<file path="config.mk">
export PLATFORM = sky130hd
export DESIGN_NAME = regfile_wb_arbiter_flat
export DESIGN_NICKNAME = d
export VERILOG_FILES = /design/src/rtl/regfile_wb_arbiter_if.sv /design/src/rtl/regfile_wb_arbiter.sv /design/src/flat_wrapper.sv
export SDC_FILE = /design/constraint.sdc
export NUM_CORES = 1
export LEC_CHECK = 0
export ABC_AREA = 1
export BUFFER_PORTS_ARGS = -buffer_cell sky130_fd_sc_hd__buf_2
export CAP_MARGIN = 30
export CORE_MARGIN = 1.5
export CORE_UTILIZATION = 47
export DETAILED_ROUTE_END_ITERATION = 16
export PLACE_DENSITY_LB_ADDON = 0.05
export SLEW_MARGIN = 0
export SYNTH_ARGS = -nofsm -noshare
export SYNTH_HDL_FRONTEND = slang
export SYNTH_SLANG_ARGS = --single-unit
</file>
<file path="constraint.sdc">
create_clock -name clk -period 5.7 [get_ports clk]
set_clock_uncertainty 0.1 [all_clocks]
set_input_delay 0.285 -clock clk [delete_from_list [all_inputs] [get_ports clk]]
set_output_delay 0.285 -clock clk [all_outputs]
set_load 0.1 [all_outputs]
</file>
<file path="src/rtl/regfile_wb_arbiter_if.sv">
// Writeback requester bus: per-requester valid/register/data with a one-hot ready back.
interface regfile_wb_arbiter_if #(
    parameter int NREQ = 3
);
    logic [NREQ-1:0]    req_valid;
    logic [5*NREQ-1:0]  req_reg;
    logic [32*NREQ-1:0] req_data;
    logic [NREQ-1:0]    req_ready;

    modport master (output req_valid, req_reg, req_data, input req_ready);
    modport slave  (input req_valid, req_reg, req_data, output req_ready);
endinterface

</file>
<file path="src/rtl/regfile_wb_arbiter.sv">
// Arbitrates NREQ writeback requesters onto the single register-file write port and tracks pending writes.
// Define WB_FIXED_PRIO_EN for strict lowest-index-wins priority instead of round-robin.
module regfile_wb_arbiter #(
    parameter int NREQ = 3,
    parameter int PTRW = 3
) (
    input  logic                clk,
    input  logic                reset,
    input  logic                wb_en,
    regfile_wb_arbiter_if.slave req,
    input  logic                alloc_valid,
    input  logic [4:0]          alloc_reg,
    output logic                regWrite,
    output logic [4:0]          WriteRegister,
    output logic [31:0]         WriteData,
    output logic [31:0]         pending
);

    logic [NREQ-1:0] grant;
    logic            xfer;
    int unsigned     pick;
    logic [4:0]      sel_reg;
    logic [31:0]     sel_data;
    logic [31:0]     pend_nxt;

`ifndef WB_FIXED_PRIO_EN
    logic [PTRW-1:0] rr_ptr;
    logic [PTRW-1:0] ptr_nxt;
`endif

    // Round-robin done as two constant-index passes: first at or above rr_ptr, then from 0.
    always_comb begin
        xfer = 1'b0;
        pick = 0;
        if (!reset && wb_en) begin
`ifndef WB_FIXED_PRIO_EN
            for (int unsigned i = 0; i < NREQ; i++) begin
                if (!xfer && req.req_valid[i] && (32'(rr_ptr) <= i)) begin
                    xfer = 1'b1;
                    pick = i;
                end
            end
`endif
            for (int unsigned i = 0; i < NREQ; i++) begin
                if (!xfer && req.req_valid[i]) begin
                    xfer = 1'b1;
                    pick = i;
                end
            end
        end
    end

    always_comb begin
        grant    = '0;
        sel_reg  = '0;
        sel_data = '0;
`ifndef WB_FIXED_PRIO_EN
        ptr_nxt  = rr_ptr;
`endif
        for (int unsigned i = 0; i < NREQ; i++) begin
            if (xfer && (pick == i)) begin
                grant[i] = 1'b1;
                sel_reg  = req.req_reg[5*i +: 5];
                sel_data = req.req_data[32*i +: 32];
`ifndef WB_FIXED_PRIO_EN
                ptr_nxt  = (i == NREQ - 1) ? '0 : PTRW'(i + 1);
`endif
            end
        end
    end

    assign req.req_ready = grant;

`ifndef WB_FIXED_PRIO_EN
    always_ff @(posedge clk) begin
        if (reset) begin
            rr_ptr <= '0;
        end else if (xfer) begin
            rr_ptr <= ptr_nxt;
        end
    end
`endif

    // Clear first, then set, so a new allocation supersedes a retiring producer.
    always_comb begin
        pend_nxt = pending;
        if (xfer) begin
            pend_nxt[sel_reg] = 1'b0;
        end
        if (alloc_valid && (alloc_reg != '0)) begin
            pend_nxt[alloc_reg] = 1'b1;
        end
        pend_nxt[0] = 1'b0;
    end

    always_ff @(posedge clk) begin
        if (reset) begin
            pending <= '0;
        end else begin
            pending <= pend_nxt;
        end
    end

    always_ff @(posedge clk) begin
        if (reset) begin
            regWrite      <= 1'b0;
            WriteRegister <= '0;
            WriteData     <= '0;
        end else if (xfer) begin
            regWrite      <= (sel_reg != '0);
            WriteRegister <= sel_reg;
            WriteData     <= sel_data;
        end else begin
            regWrite      <= 1'b0;
        end
    end

endmodule

</file>
<file path="src/flat_wrapper.sv">
// flat-port wrapper written by rule: the top's interface ports become plain ports
module regfile_wb_arbiter_flat 
#(
    parameter int NREQ = 3,
    parameter int PTRW = 3
)
  (clk, reset, wb_en, alloc_valid, alloc_reg, regWrite, WriteRegister, WriteData, pending, req_req_valid, req_req_reg, req_req_data, req_req_ready);
  regfile_wb_arbiter_if #(.NREQ(NREQ)) req_i ();
  input  logic clk;
  input  logic reset;
  input  logic wb_en;
  input  logic alloc_valid;
  input  logic [4:0] alloc_reg;
  output logic regWrite;
  output logic [4:0] WriteRegister;
  output logic [31:0] WriteData;
  output logic [31:0] pending;
  input wire logic [$bits(req_i.req_valid)-1:0] req_req_valid;
  input wire logic [$bits(req_i.req_reg)-1:0] req_req_reg;
  input wire logic [$bits(req_i.req_data)-1:0] req_req_data;
  output wire logic [$bits(req_i.req_ready)-1:0] req_req_ready;
  assign req_i.req_valid = req_req_valid;
  assign req_i.req_reg = req_req_reg;
  assign req_i.req_data = req_req_data;
  assign req_req_ready = req_i.req_ready;
  regfile_wb_arbiter #(.NREQ(NREQ), .PTRW(PTRW)) u_core (.clk(clk), .reset(reset), .wb_en(wb_en), .req(req_i), .alloc_valid(alloc_valid), .alloc_reg(alloc_reg), .regWrite(regWrite), .WriteRegister(WriteRegister), .WriteData(WriteData), .pending(pending));
endmodule
</file>
After elaboration in Yosys (flattened, before gate mapping)
Cells that the tools add are included.

word-level totals
  output and inout bits = 73
  flip-flop bits (word level) = 73
  word-level logic and storage cells = 82
  input port bits = 123

operators by class
  bitwise gates (word level) = 4
  multiplexer cells = 36
  equality and inequality tests = 2
  reduce and logical (&&, ||, !) cells = 27
  magnitude comparators = 7

operator list
  operator                                                                             number
  32-bit 2-to-1 mux                                                                    6
  32-bit bitwise AND                                                                   1
  32-bit by 1-bit == test with 1-bit output, second input constant                     1
  32-bit by 2-bit == test with 1-bit output, second input constant                     1
  32-bit zero test                                                                     1
  32-bit inverter                                                                      1
  32-bit OR                                                                            1
  1-bit 2-to-1 mux                                                                     18
  1-bit logical AND                                                                    15
  5-bit 2-to-1 mux                                                                     3
  5-bit by 6-bit < comparator with 1-bit output, second input constant                 2
  1-bit demux with 5-bit select                                                        2
  5-bit by 1-bit greater-or-equal comparator with 1-bit output, second input constant  2
  5-bit nonzero test                                                                   2
  3-bit 2-to-1 mux                                                                     3
  2-bit 2-to-1 mux                                                                     4
  3-bit by 1-bit less-or-equal comparator with 1-bit output, second input constant     2
  1-bit zero test                                                                      6
  3-bit by 2-bit less-or-equal comparator with 1-bit output, second input constant     1
  3-bit nonzero test                                                                   1
  2-bit AND reduction                                                                  1
  2-bit OR reduction                                                                   1
  1-bit inverter                                                                       1

Logic depth before layout (Yosys ltp)
Gate-level depths: netlist (run 1).

  word-level depth = 40
  gate-level depth with buffers = 16
  mapped depth without buffers = 15

Worst setup path after synthesis (run 1)
OpenSTA, ideal clock, no wires.

  kind = register to register
  from = reg u_core.rr_ptr[1]
  to = reg u_core.WriteData[0]
  period minus slack after synthesis = 2495 ps
  buffers on the path = 1
  setup time = 67 ps
  slack = 3205 ps
  required time = 5533 ps
  data arrival time = 2328 ps
  cell stages (with the launch flop) = 8
  path through = dfxtp_1 o21bai_4 o31ai_4 nand2_4 inv_2 buf_1 nand2_1 nand4_1

between the ends
  cells in the longest elaborated chain, start to end = 31
  elaborated cells on any way between the ends = 43
  those cells by class = 3 x order compare; 2 x eq/ne; 21 x mux; 17 x reduce/logical

RTL lines
  element                                                    RTL line                   RTL
  start, declared                                            regfile_wb_arbiter.sv:27   logic [PTRW-1:0] rr_ptr;
  start signal, assigned                                     regfile_wb_arbiter.sv:79   rr_ptr <= ptr_nxt;
  3-bit by 1-bit less-or-equal comparator with 1-bit output  regfile_wb_arbiter.sv:38   if (!xfer && req.req_valid[i] && (32'(rr_ptr) <= i)) begin
  1-bit logical AND                                          regfile_wb_arbiter.sv:38
  1-bit 2-to-1 mux                                           regfile_wb_arbiter.sv:38
  1-bit 2-to-1 mux                                           regfile_wb_arbiter.sv:35   if (!reset && wb_en) begin
  1-bit zero test                                            regfile_wb_arbiter.sv:38
  1-bit logical AND (2 in a row)                             regfile_wb_arbiter.sv:38
  1-bit 2-to-1 mux                                           regfile_wb_arbiter.sv:38
  1-bit 2-to-1 mux                                           regfile_wb_arbiter.sv:35
  (+12 left out)                                             --
  1-bit 2-to-1 mux                                           regfile_wb_arbiter.sv:35
  1-bit zero test                                            regfile_wb_arbiter.sv:45   if (!xfer && req.req_valid[i]) begin
  1-bit logical AND                                          regfile_wb_arbiter.sv:45
  2-bit 2-to-1 mux                                           regfile_wb_arbiter.sv:45
  32-bit 2-to-1 mux                                          regfile_wb_arbiter.sv:35
  32-bit zero test                                           regfile_wb_arbiter.sv:61   if (xfer && (pick == i)) begin
  1-bit logical AND                                          regfile_wb_arbiter.sv:61
  32-bit 2-to-1 mux (3 in a row)                             regfile_wb_arbiter.sv:61
  end signal, assigned                                       regfile_wb_arbiter.sv:112  WriteData <= sel_data;
  end, declared                                              regfile_wb_arbiter.sv:15   output logic [31:0] WriteData,

Parallel ways exist; a longest one is shown, timed or not. The select of a mux whose other input is x is not followed.
A chain may end at the register's enable or synchronous reset.

Final worst setup path (run 1)
  from = in reset
  to = out req_req_ready[0]

between the ends
  cells in the longest elaborated chain, start to end = 6
  elaborated cells on any way between the ends = 7
  those cells by class = 3 x mux; 4 x reduce/logical

RTL lines
  element                RTL line                  RTL
  start, declared        flat_wrapper.sv:10        input logic reset;
  1-bit zero test (*)    regfile_wb_arbiter.sv:35
  1-bit logical AND (*)  regfile_wb_arbiter.sv:35
  32-bit 2-to-1 mux      regfile_wb_arbiter.sv:35
  32-bit zero test       regfile_wb_arbiter.sv:61
  1-bit logical AND (*)  regfile_wb_arbiter.sv:61
  1-bit 2-to-1 mux (*)   regfile_wb_arbiter.sv:61
  end, declared          flat_wrapper.sv:21        output wire logic [$bits(req_i.req_ready)-1:0] req_req_ready;

Mark *: on every way between the ends. The rest lies on a longest branch, timed or not.

==> results of run 1 <==
-- per-layer routing --
layer	part of all wire [%]	vias to the layer above
met2	48	188
met4	2.5	0
met5	0	-
met3	8.1	24
met1	42	1823
li1	-	2033
-- power by group through the flow --
| stage | logic, mW | clock network, mW | registers, mW |
|---|---|---|---|
| after CTS | 0.423 | 0.425 | 0.541 |
| after global routing | 0.446 | 0.450 | 0.544 |
| final | 0.422 | 0.418 | 0.541 |
| after detailed placement | 0.423 | 0 | 0.552 |
| after global placement | 0.417 | 0 | 0.552 |
| after floorplan | 0.115 | 0 | 0.760 |
-- placed cells by master, fill, tap and decap left out, types with 2 or more instances in the layout --
master	count
sky130_fd_sc_hd__a21oi_1	34
sky130_fd_sc_hd__o21ai_0	2
sky130_fd_sc_hd__nand2_2	12
sky130_fd_sc_hd__nor3_1	4
sky130_fd_sc_hd__nand4_1	14
sky130_fd_sc_hd__inv_1	56
sky130_fd_sc_hd__o21ai_1	16
sky130_fd_sc_hd__buf_2	194
sky130_fd_sc_hd__nand3_2	10
sky130_fd_sc_hd__nand3_1	49
sky130_fd_sc_hd__clkbuf_8	11
sky130_fd_sc_hd__dfxtp_1	71
sky130_fd_sc_hd__or2_1	4
sky130_fd_sc_hd__clkinv_2	2
sky130_fd_sc_hd__nor2_1	11
sky130_fd_sc_hd__inv_2	4
sky130_fd_sc_hd__o21bai_1	15
sky130_fd_sc_hd__nand2_1	153
sky130_fd_sc_hd__a22oi_1	20
-- registers in the layout, indices dropped and copies added (netlist names) --
name                  flops
u_core.pending           31
u_core.rr_ptr             2
u_core.WriteData         32
u_core.regWrite           1
u_core.WriteRegister      5
-- final cells by class --
type	instances	area, sq um
Multi-Input combinational cell	355	1810
Clock inverter	5	56.3
Tap cell	99	124
Timing Repair Buffer	196	1010
Clock buffer	11	151
Inverter	60	225
Fill cell	713	2530
Sequential cell	71	1420
-- worst max-delay path, cell delays in order --
cell and delay [ps]:
sky130_fd_sc_hd__buf_2 480, sky130_fd_sc_hd__inv_1 460, sky130_fd_sc_hd__buf_16 290, sky130_fd_sc_hd__nand2_1 80
sky130_fd_sc_hd__nor2_1 50, sky130_fd_sc_hd__nand2_2 190, sky130_fd_sc_hd__inv_2 330, sky130_fd_sc_hd__nor3_4 220
sky130_fd_sc_hd__buf_2 470
-- stage by stage --
stage / setup slack, ps / power (mW) / hold slack (ps) / cell area, sq um / util (%)
5_1_grt: 2220 / 1.44 / 32.6 / 4800 / 65.5
3_3_place_gp: 2080 / 0.969 / 359 / 4560 / 62.2
4_1_cts: 2420 / 1.39 / 27.6 / 4800 / 65.5
2_1_floorplan: 3200 / 0.875 / 301 / 3580 / -
3_5_place_dp: 2260 / 0.975 / 373 / 4590 / 62.6
6_report: 2430 / 1.38 / 39.7 / 4800 / 65.5
-- how the worst min path moves through the flow --
stage	from	end	slack, ps	cells past startpoint
6_report	req_req_data[3]	u_core.WriteData[3]	40	3
5_1_grt	req_req_data[3]	u_core.WriteData[3]	30	3
4_1_cts	req_req_data[3]	u_core.WriteData[3]	30	3
3_5_place_dp	u_core.WriteRegister[4]	u_core.WriteRegister[4]	370	2
3_3_place_gp	u_core.pending[22]	u_core.pending[22]	360	2
2_1_floorplan	req_req_data[0]	u_core.WriteData[0]	300	2
-- logic make-up after synthesis --
| group | synth area share [%] |
|---|---|
| buf+inv | 9.64 |
| other cells | 0.105 |
| flops | 39.7 |
| compound gates | 15.9 |
| simple gates | 34.6 |
==> out/results.env, run 1 <==
DRT_ITER0_MARKERS=194
DRT-TOTAL-WL_MM=10.6
POST-ROUTE-PERIOD-UTIL_PCT=57.3
MAX_SLEW.WORST_PIN.SLEW_PS=787
YOSYS-TOP-CELLS-COUNT='sky130_fd_sc_hd__nand2_1, sky130_fd_sc_hd__dfxtp_1, sky130_fd_sc_hd__inv_1'
GRT_MAX_DEGREE=41
PERIOD_MINUS_SLACK_PS=3270
GP_ROUTABILITY_CONGESTION=0.951
TOTALNEGATIVESETUPSLACK_PS=0
DRC_ERRORS=0
PLACEMENTROWS=31
ANTENNA_CELLS=0
GRT_SETUP_UNREPAIRED='false'
CTS_POST_SETUP_BUFFERS_INSERTED=0
WORST_SETUP_PATH_END_KIND='output pin'
WORSTSETUPSTARTPOINT='reset'
AREA_GROWTH_PCT=34.0
CTS_MAX_PATH_BUFFERS=2
SYNTH.TOP_CELLS.BY_AREA='sky130_fd_sc_hd__dfxtp_1, sky130_fd_sc_hd__nand2_1, sky130_fd_sc_hd__nand3_1'
YOSYS_MOST_USED_DFF='sky130_fd_sc_hd__dfxtp_1'
CTS_HOLD_BUFFERS=0
DP_HPWL_MM=7.93
CRIT_END='req_req_ready[0]'
POWER.COMBINATIONAL.FRACTION_PCT=30.6
ANTENNA_FOUND_INITIAL=0
TIMING.CRITICAL_PATH.ARRIVAL_PS=2880
USE_MET2_PCT=44.8
STARTPOINT_TYPE='input pin'
POWER.IR.VDD_WORST_V=0.000139
SYNTHDISTINCTLIBCELLS=32
MAXCAPVIOLATIONS=0
POWER.SHARE.SWITCHING_PCT=39.2
VIAS=4068
CTS-RESIZED-GATES=0
FP.DIEAREA_SQ_UM=8150
CRIT_PATH_MAX_FANOUT=39
NUMCTSBUFFERS=9
SYNTH_SEQ_AREA_SHARE_PCT=39.7
R2R_END='u_core.pending[2]'
ROOT_BUFFER='sky130_fd_sc_hd__clkbuf_8'
DRT-WIRELENGTH-PER-CELL_UM=13.3
SYNTH-EDFF-COUNT=0
REGISTER_TO_REGISTER_SETUP_SLACK_PS=2990
MIN_PATH_TYPE='in2reg'
GRT_USE_MET3_PCT=6.23
SYNTH_AREA_SQ_UM=3580
REGISTER_BIT_COUNT_REPORTED_BY_YOSYS=71
FINAL_LAYOUT_SIZE_SUFFIX_GT1_SHARE_PCT=35.1
NUMCLOCKSINKS=71
SYNTH_WARNINGS=0
BUSIEST_LAYER='met2'
RUN_STATUS='completed'
WORST_SLEW_MARGIN_REL_PCT=47.4
FINAL_HOLD_VIOL_COUNT=0
FIRST_GLOBAL_VIAS=3780
POWER_PER_CELL_AREA_nW_PER_UM2=288
CORE_AREA_SQ_UM=7330
DRTPASS1ITERATIONS=5
MAPPEDNETLISTNETS=633
TIMING_WORST_SETUP_PATH_TYPE='in2out'
WORSTSKEWPAIRLATENCY_PS=350
CTS.CLK_SLEW.WORST_PATHS_PS=70
P_SWITCHING_uW=541
GLOBALROUTE.TOTALOVERFLOW=0
SYNTH.TOP_CELL.AREA_SHARE_PCT=39.7
NUM_IO_PINS=196
MET1_USAGE_PCT=31.0
FLOORPLAN.DIE.HEIGHT_UM=90.3
INTERNAL_POWER_uW=841
NETS=816
REG2REG_FROM='u_core.rr_ptr[1]'
WORST_EP_REQUIRED_TIME_PS=5320
PLACE_INST=781
CTS_MAX_LEVEL=3
REG2REG_DEPTH=13
FINAL_CELLS=797
POST_DRT_VIA_CELL_RATIO=5.10
MAXCLOCKFREQUENCY_MHz=306
SYNTH_AREA_PER_CELL_SQ_UM=7.02
SYNTH.MOST_COMMON_CELL='sky130_fd_sc_hd__nand2_1'
SEQ_POWER_SHARE_PCT=39.2
POSTROUTEANTENNANETS=0
NETLIST.TOP_CELL.BY_AREA='sky130_fd_sc_hd__dfxtp_1'
CLKPWRFRAC_PCT=30.3
SLEW_VIOL_FINAL=0
SYN_INST=510
INITIAL_CORE_UTIL_PCT=48.8
FIRST_PASS_GRT_WIRE_LENGTH_MM=17.2
SETUP-VIOLATIONS-FINAL=0
GR-USAGE-ALL-LAYERS_PCT=26.2
STATIC-LEAKAGE-POWER_nW=2.52
DIE_X_UM=90.3
PORTBUFFERS=194
CTS_TREE='done'
POSTSYNTH.ASYNCRESETSHARE_PCT=0
Note: power is estimated with default switching activity, not from simulation.
==> run 2, diff against run 1 <==
ABC_AREA = 0   (was 1)
CORE_UTILIZATION = 46   (was 47)
clock period = 3.3 ns   (was 5.7 ns; I/O delays follow)
==> out/results.env, run 2 <==
RUN_STATUS='completed'
INTERNAL_POWER_mW=1.45
WORSTSKEWPAIRLATENCY_PS=340
CTS_MAX_LEVEL=3
CTS_TREE='done'
WORST-PATH-BUF-INV=1
CTS_MAX_PATH_BUFFERS=2
ROOT_BUFFER='sky130_fd_sc_hd__clkbuf_8'
MAXCAPVIOLATIONS=0
INITIAL_CORE_UTIL_PCT=47.8
DIE_X_UM=93.1
FP.DIEAREA_SQ_UM=8670
SYNTH_AREA_SQ_UM=3730
YOSYS-TOP-CELLS-COUNT='sky130_fd_sc_hd__dfxtp_1, sky130_fd_sc_hd__nand2_1, sky130_fd_sc_hd__a21oi_1'
DP_HPWL_MM=8.62
SYNTH.MOST_COMMON_CELL='sky130_fd_sc_hd__dfxtp_1'
NUM_IO_PINS=196
SYNTH.TOP_CELLS.BY_AREA='sky130_fd_sc_hd__dfxtp_1, sky130_fd_sc_hd__nand2_1, sky130_fd_sc_hd__mux2i_1'
PLACEMENTROWS=32
REGISTER_WITH_THE_HIGHEST_FLOP_COUNT='u_core.WriteData'
FINAL_HOLD_VIOL_COUNT=0
GP_ROUTABILITY_CONGESTION=0.859
MAPPEDNETLISTNETS=570
CPLARGESTDELAYFAMILY='compound AO/OA/AOI/OAI gates'
CORE_AREA_SQ_UM=7810
MOSTFREQUENTLAYOUTCELLS='sky130_fd_sc_hd__buf_2, sky130_fd_sc_hd__dfxtp_1, sky130_fd_sc_hd__nand2_1'
WORST_SLEW_MARGIN_REL_PCT=38.5
LAYOUT_SETUP_WS_PS=351
FLIP_FLOP_COUNT_OF_THE_LARGEST_REGISTER_ALL_COPIES_AND_WORDS_ADDED=32
SETUP_WS_PRE_CTS_PS=351
SETUP-VIOLATIONS-FINAL=0
P_TOTAL_mW=2.34
POWER.COMBINATIONAL.FRACTION_PCT=31.8
STARTPOINT_TYPE='flip-flop'
DRT-TOTAL-WL_MM=11.7
FINAL_CORE_UTIL_PCT=64.5
ANTENNA_CELLS=0
PATH_DEPTH=7
WORST_SETUP_PATH_END_KIND='flip-flop'
NUMCTSBUFFERS=9
TOTALNEGATIVESETUPSLACK_PS=0
POSTROUTEANTENNANETS=0
NUMCLOCKSINKS=71
TIMING.CRITICAL_PATH.ARRIVAL_PS=3090
SYNTH-EDFF-COUNT=0
CLKPWRFRAC_PCT=28.3
POWER_PER_CELL_AREA_nW_PER_UM2=465
REG_TOP3='u_core.WriteData x32, u_core.pending x31, u_core.WriteRegister x5'
STATIC-LEAKAGE-POWER_nW=2.31
SYNTH_SEQ_AREA_SHARE_PCT=38.1
MAX_SLEW.WORST_PIN.SLEW_PS=921
MAXCLOCKFREQUENCY_MHz=339
WORSTSETUPSTARTPOINT='u_core.rr_ptr[1]'
POST_DRT_VIA_CELL_RATIO=5.66
TIMING_WORST_SETUP_PATH_TYPE='reg2reg'
GLOBALROUTE.TOTALOVERFLOW=0
NETLIST.TOP_CELL.BY_AREA='sky130_fd_sc_hd__dfxtp_1'
TIMING.HOLD.WORST.START='req_req_reg[13]'
CRIT_PATH_MAX_FANOUT=25
MIN_PATH_TYPE='in2reg'
NETS=757
REG2REG_FROM='u_core.rr_ptr[1]'
SYNTH_WARNINGS=0
SEQ_POWER_SHARE_PCT=39.9
SLEW_VIOL_FINAL=0
FIRST_PASS_GRT_WIRE_LENGTH_MM=18.5
DRC_ERRORS=0
GRT_MAX_DEGREE=61
FIRST_GLOBAL_VIAS=3841
WORST_EP_REQUIRED_TIME_PS=3440
DRTPASS1ITERATIONS=4
CRITICAL_PATH.SLOWEST_CELL='sky130_fd_sc_hd__o311ai_4'
PORTBUFFERS=194
SYNTH_AREA_PER_CELL_SQ_UM=8.36
POST-ROUTE-PERIOD-UTIL_PCT=89.4
DRT-WIRELENGTH-PER-CELL_UM=15.9
P_SWITCHING_uW=896
FLOORPLAN.DIE.HEIGHT_UM=93.1
GR-USAGE-ALL-LAYERS_PCT=26.8
MOSTFREQUENTLAYOUTCELL='sky130_fd_sc_hd__buf_2'
SYNTH.TOP_CELL.AREA_SHARE_PCT=38.1
FINAL_LAYOUT_SIZE_SUFFIX_GT1_SHARE_PCT=34.9
VIAS=4182
YOSYS_MOST_USED_DFF='sky130_fd_sc_hd__dfxtp_1'
ANTENNA_FOUND_INITIAL=0
REGISTER_BIT_COUNT_REPORTED_BY_YOSYS=71
PERIOD_MINUS_SLACK_PS=2950
WORST_HOLD_DEPTH=3
SYN_INST=447
CRITICAL_PATH.CELL_CHAIN='nor3b_1 > o311ai_4 > inv_4 > a31oi_1 > and2_1 > nor3_1 > a311oi_1'
CP_SLOWEST_STAGE_DELAY_PS=560
REG2REG_DEPTH=7
POSTSYNTH.ASYNCRESETSHARE_PCT=0
GRT_SETUP_UNREPAIRED='false'
POWER.SHARE.SWITCHING_PCT=38.3
CTS.CLK_SLEW.WORST_PATHS_PS=70
AREA_GROWTH_PCT=34.8
CTS-RESIZED-GATES=0
POWER.IR.VDD_WORST_V=0.000219
DRT_ITER0_MARKERS=196
SYNTHDISTINCTLIBCELLS=53
==> run 2: cell count changes after synthesis, sizes merged, moves of 20 or more <==
cell and delta:
nand3 -45, a22oi -20, nand2 -103, a211o +23, nor2 +26, inv -57, mux2i +23, nand3b +24
==> run 2: timing repair <==
| item | 4_1_cts | 5_1_grt |
|---|---|---|
| buffers inserted | 0 | 0 |
| hold buffers | 9 | 0 |
| hold endpoints to repair | 9 | 0 |
==> run 2: final cells by class <==
cell class	instances	area [sq um]
fill	692	2770
multi-input combinational	339	2170
sequential	71	1420
timing repair buffer	210	1130
clock buffer	13	149
tap	102	128
clock inverter	1	30.0
inverter	3	13.8
==> run 2: per-layer routing <==
metal  track usage [%]  wire length, um  vias to the layer above
li1                  -                -                     2049
met1              35.7             5240                     1936
met2              43.4             5460                      172
met3              4.80              818                       25
met4              9.60              223                        0
met5                 0                0                        -
==> run 2: worst paths after layout <==
kind	end	slack (ps)
setup / recovery	u_core.pending[7]	350
hold / removal	u_core.WriteRegister[3]	40
hold reg to reg	u_core.WriteRegister[4]	350
setup reg to reg	u_core.pending[7]	350
==> run 2: cells by family after synthesis <==
| logic type | after synthesis | share of synthesized area (%) |
|---|---|---|
| and+or+nand+nor | 173 | 22.5 |
| AOI/OAI and AO/OA | 142 | 28.9 |
| DFF | 71 | 38.1 |
| buffers and inverters | 37 | 4.32 |
| muxes | 23 | 6.16 |
| other | 1 | 0.100 |
==> run 2: through the flow <==
stage	hold WS [ps]	std cells	cell area (sq um)
floorplan	204	447	3730
global placement	292	716	4770
detailed placement	295	716	4770
CTS	27.9	739	5040
global route	45.3	739	5040
finish	43.4	739	5040
==> run 2: worst register-to-register path, cell delays in order, from the launching register on <==
cell,delay (ps)
sky130_fd_sc_hd__dfxtp_1,460
sky130_fd_sc_hd__nor3b_1,120
sky130_fd_sc_hd__o311ai_4,560
sky130_fd_sc_hd__inv_4,220
sky130_fd_sc_hd__a31oi_1,330
sky130_fd_sc_hd__and2_1,480
sky130_fd_sc_hd__nor3_1,230
sky130_fd_sc_hd__a311oi_1,350
==> run 2: power groups by stage <==
stage	clock, mW	combinational, mW	sequential, mW
after floorplan	0	0.199	1.31
after global placement	0	0.729	0.952
after detailed placement	0	0.734	0.953
after CTS	0.676	0.745	0.934
after global routing	0.715	0.783	0.940
final	0.663	0.745	0.934
==> run 3, diff against run 2 <==
BUFFER_PORTS_ARGS = -buffer_cell sky130_fd_sc_hd__clkbuf_2   (was -buffer_cell sky130_fd_sc_hd__buf_2)
GPL_TIMING_DRIVEN = 0   (was not set)
==> out/results.env, run 3 (synthesis results as in run 2) <==
PLACE_AREA_SQ_UM=4830
ANTENNA_CELLS=0
STARTPOINT_TYPE='flip-flop'
FIRST_PASS_GRT_WIRE_LENGTH_MM=18.9
FINAL_CORE_UTIL_PCT=65.5
ANTENNA_FOUND_INITIAL=0
WORSTSKEWPAIRLATENCY_PS=350
CTS_MAX_PATH_BUFFERS=2
STATIC-LEAKAGE-POWER_nW=2.32
POWER_PER_CELL_AREA_nW_PER_UM2=469
TIMING_WORST_SETUP_PATH_TYPE='reg2out'
NUMCLOCKSINKS=71
GR-USAGE-ALL-LAYERS_PCT=27.8
FIRST_GLOBAL_VIAS=3955
MOSTFREQUENTLAYOUTCELL='sky130_fd_sc_hd__clkbuf_2'
FLIP_FLOP_COUNT_OF_THE_LARGEST_REGISTER_ALL_COPIES_AND_WORDS_ADDED=32
MOSTFREQUENTLAYOUTCELLS='sky130_fd_sc_hd__clkbuf_2, sky130_fd_sc_hd__dfxtp_1, sky130_fd_sc_hd__nand2_1'
CTS_POST_SETUP_BUFFERS_INSERTED=0
TOTALNEGATIVESETUPSLACK_PS=0
POST-ROUTE-PERIOD-UTIL_PCT=93.8
VIAS=4288
GRT_SETUP_UNREPAIRED='false'
FINAL_LAYOUT_SIZE_SUFFIX_GT1_SHARE_PCT=33.8
MIN_PATH_TYPE='in2reg'
WORST_SETUP_PATH_END_KIND='output pin'
MAX_SLEW.WORST_PIN.SLEW_PS=868
CTS_MAX_LEVEL=3
P_TOTAL_mW=2.40
DRTPASS1ITERATIONS=4
FP.DIEAREA_SQ_UM=8670
SETUP_WS_PRE_CTS_PS=553
CORE_AREA_SQ_UM=7810
RUN_STATUS='completed'
DRT-TOTAL-WL_MM=12.3
LAYOUT_SETUP_WS_PS=204
MAXCLOCKFREQUENCY_MHz=323
WORST_EP_REQUIRED_TIME_PS=3030
MAXCAPVIOLATIONS=0
INITIAL_CORE_UTIL_PCT=47.8
TIMING.HOLD.WS_PS=39.6
FILL_COUNT=723
WORST_SLEW_MARGIN_REL_PCT=41.7
INTERNAL_POWER_mW=1.45
POSTROUTEANTENNANETS=0
NUM_IO_PINS=196
POWER.COMBINATIONAL.FRACTION_PCT=31.5
POWER.SHARE.SWITCHING_PCT=39.5
GRT_MAX_DEGREE=13
NETS=783
CRIT_PATH_MAX_FANOUT=10
POST_DRT_VIA_CELL_RATIO=5.59
CLKPWRFRAC_PCT=29.5
REG_TOP3='u_core.WriteData x32, u_core.pending x31, u_core.WriteRegister x5'
GLOBALROUTE.TOTALOVERFLOW=0
SETUP-VIOLATIONS-FINAL=0
FLOORPLAN.DIE.HEIGHT_UM=93.1
GP_ROUTABILITY_CONGESTION=0.869
FINAL_CELLS=767
POSTLAYOUTCELLAREA_SQ_UM=5120
CTS.CLK_SLEW.WORST_PATHS_PS=80
DP_HPWL_MM=9.29
POWER.IR.VDD_WORST_V=0.000288
DRT_ITER0_MARKERS=189
REGISTER_WITH_THE_HIGHEST_FLOP_COUNT='u_core.WriteData'
CTS_TREE='done'
PORTBUFFERS=193
WORST_HOLD_DEPTH=3
AREA_GROWTH_PCT=37.0
PLACEMENTROWS=32
SEQ_POWER_SHARE_PCT=39.0
FINAL_HOLD_VIOL_COUNT=0
DRC_ERRORS=0
PLACE_INST=742
SLEW_VIOL_FINAL=0
ROOT_BUFFER='sky130_fd_sc_hd__clkbuf_8'
TIMING.CRITICAL_PATH.ARRIVAL_PS=2830
REG2REG_DEPTH=8
DRT-WIRELENGTH-PER-CELL_UM=16.1
NUMCTSBUFFERS=9
DIE_X_UM=93.1
P_SWITCHING_uW=947
PERIOD_MINUS_SLACK_PS=3100
-- run 3: cell count changes in the layout (fill, tap and decap cells not counted), sizes merged --
| cell | previous run | this run |
|---|---|---|
| buf | 201 | 11 |
| clkbuf | 13 | 226 |
| clkinv | 0 | 3 |
| clkinvlp | 0 | 2 |
-- run 3: what timing repair did --
item	in CTS	in global routing
hold buffers	9	0
setup endpoints to repair	0	1
gates resized for setup	0	1
hold endpoints to repair	9	0
-- run 3: power by group through the flow --
stage,Sequential (mW),Clock [mW],Combinational [mW]
after global routing,0.942,0.759,0.788
after CTS,0.936,0.716,0.751
after detailed placement,0.956,0,0.741
final,0.936,0.707,0.754
after floorplan,1.31,0,0.199
after global placement,0.954,0,0.735
-- run 3: routing by layer --
layer / vias to the layer above / routed length [um] / global-route usage [%]
li1: 2099 / - / -
met1: 1976 / 5390 / 35.6
met2: 186 / 5680 / 45.6
met3: 27 / 932 / 4.88
met4: 0 / 317 / 12.5
met5: - / 0 / 0
-- run 3: final cells by class --
class | instances | area, sq um | area share (%)
clock buffer | 10 | 138 | 2.69
clock inverter | 6 | 60.1 | 1.17
sequential | 71 | 1420 | 27.8
buffer | 34 | 148 | 2.89
inverter | 3 | 13.8 | 0.269
tap | 102 | 128 | 2.49
multi-input combinational | 339 | 2150 | 42.1
timing repair buffer | 202 | 1060 | 20.6
-- run 3: final timing paths --
check	start	end	slack, ps
setup reg to reg	u_core.rr_ptr[1]	u_core.pending[8]	470
hold reg to reg	u_core.WriteRegister[0]	u_core.WriteRegister[0]	360
setup / recovery	u_core.rr_ptr[0]	req_req_ready[2]	200
hold / removal	wb_en	u_core.rr_ptr[1]	40
-- run 3: critical path, cell delays in order, from the launching register on --
cell	delay, ps
sky130_fd_sc_hd__dfxtp_1	440
sky130_fd_sc_hd__nor3b_1	350
sky130_fd_sc_hd__o311ai_4	240
sky130_fd_sc_hd__inv_4	140
sky130_fd_sc_hd__clkbuf_1	380
sky130_fd_sc_hd__clkbuf_1	410
sky130_fd_sc_hd__buf_2	510
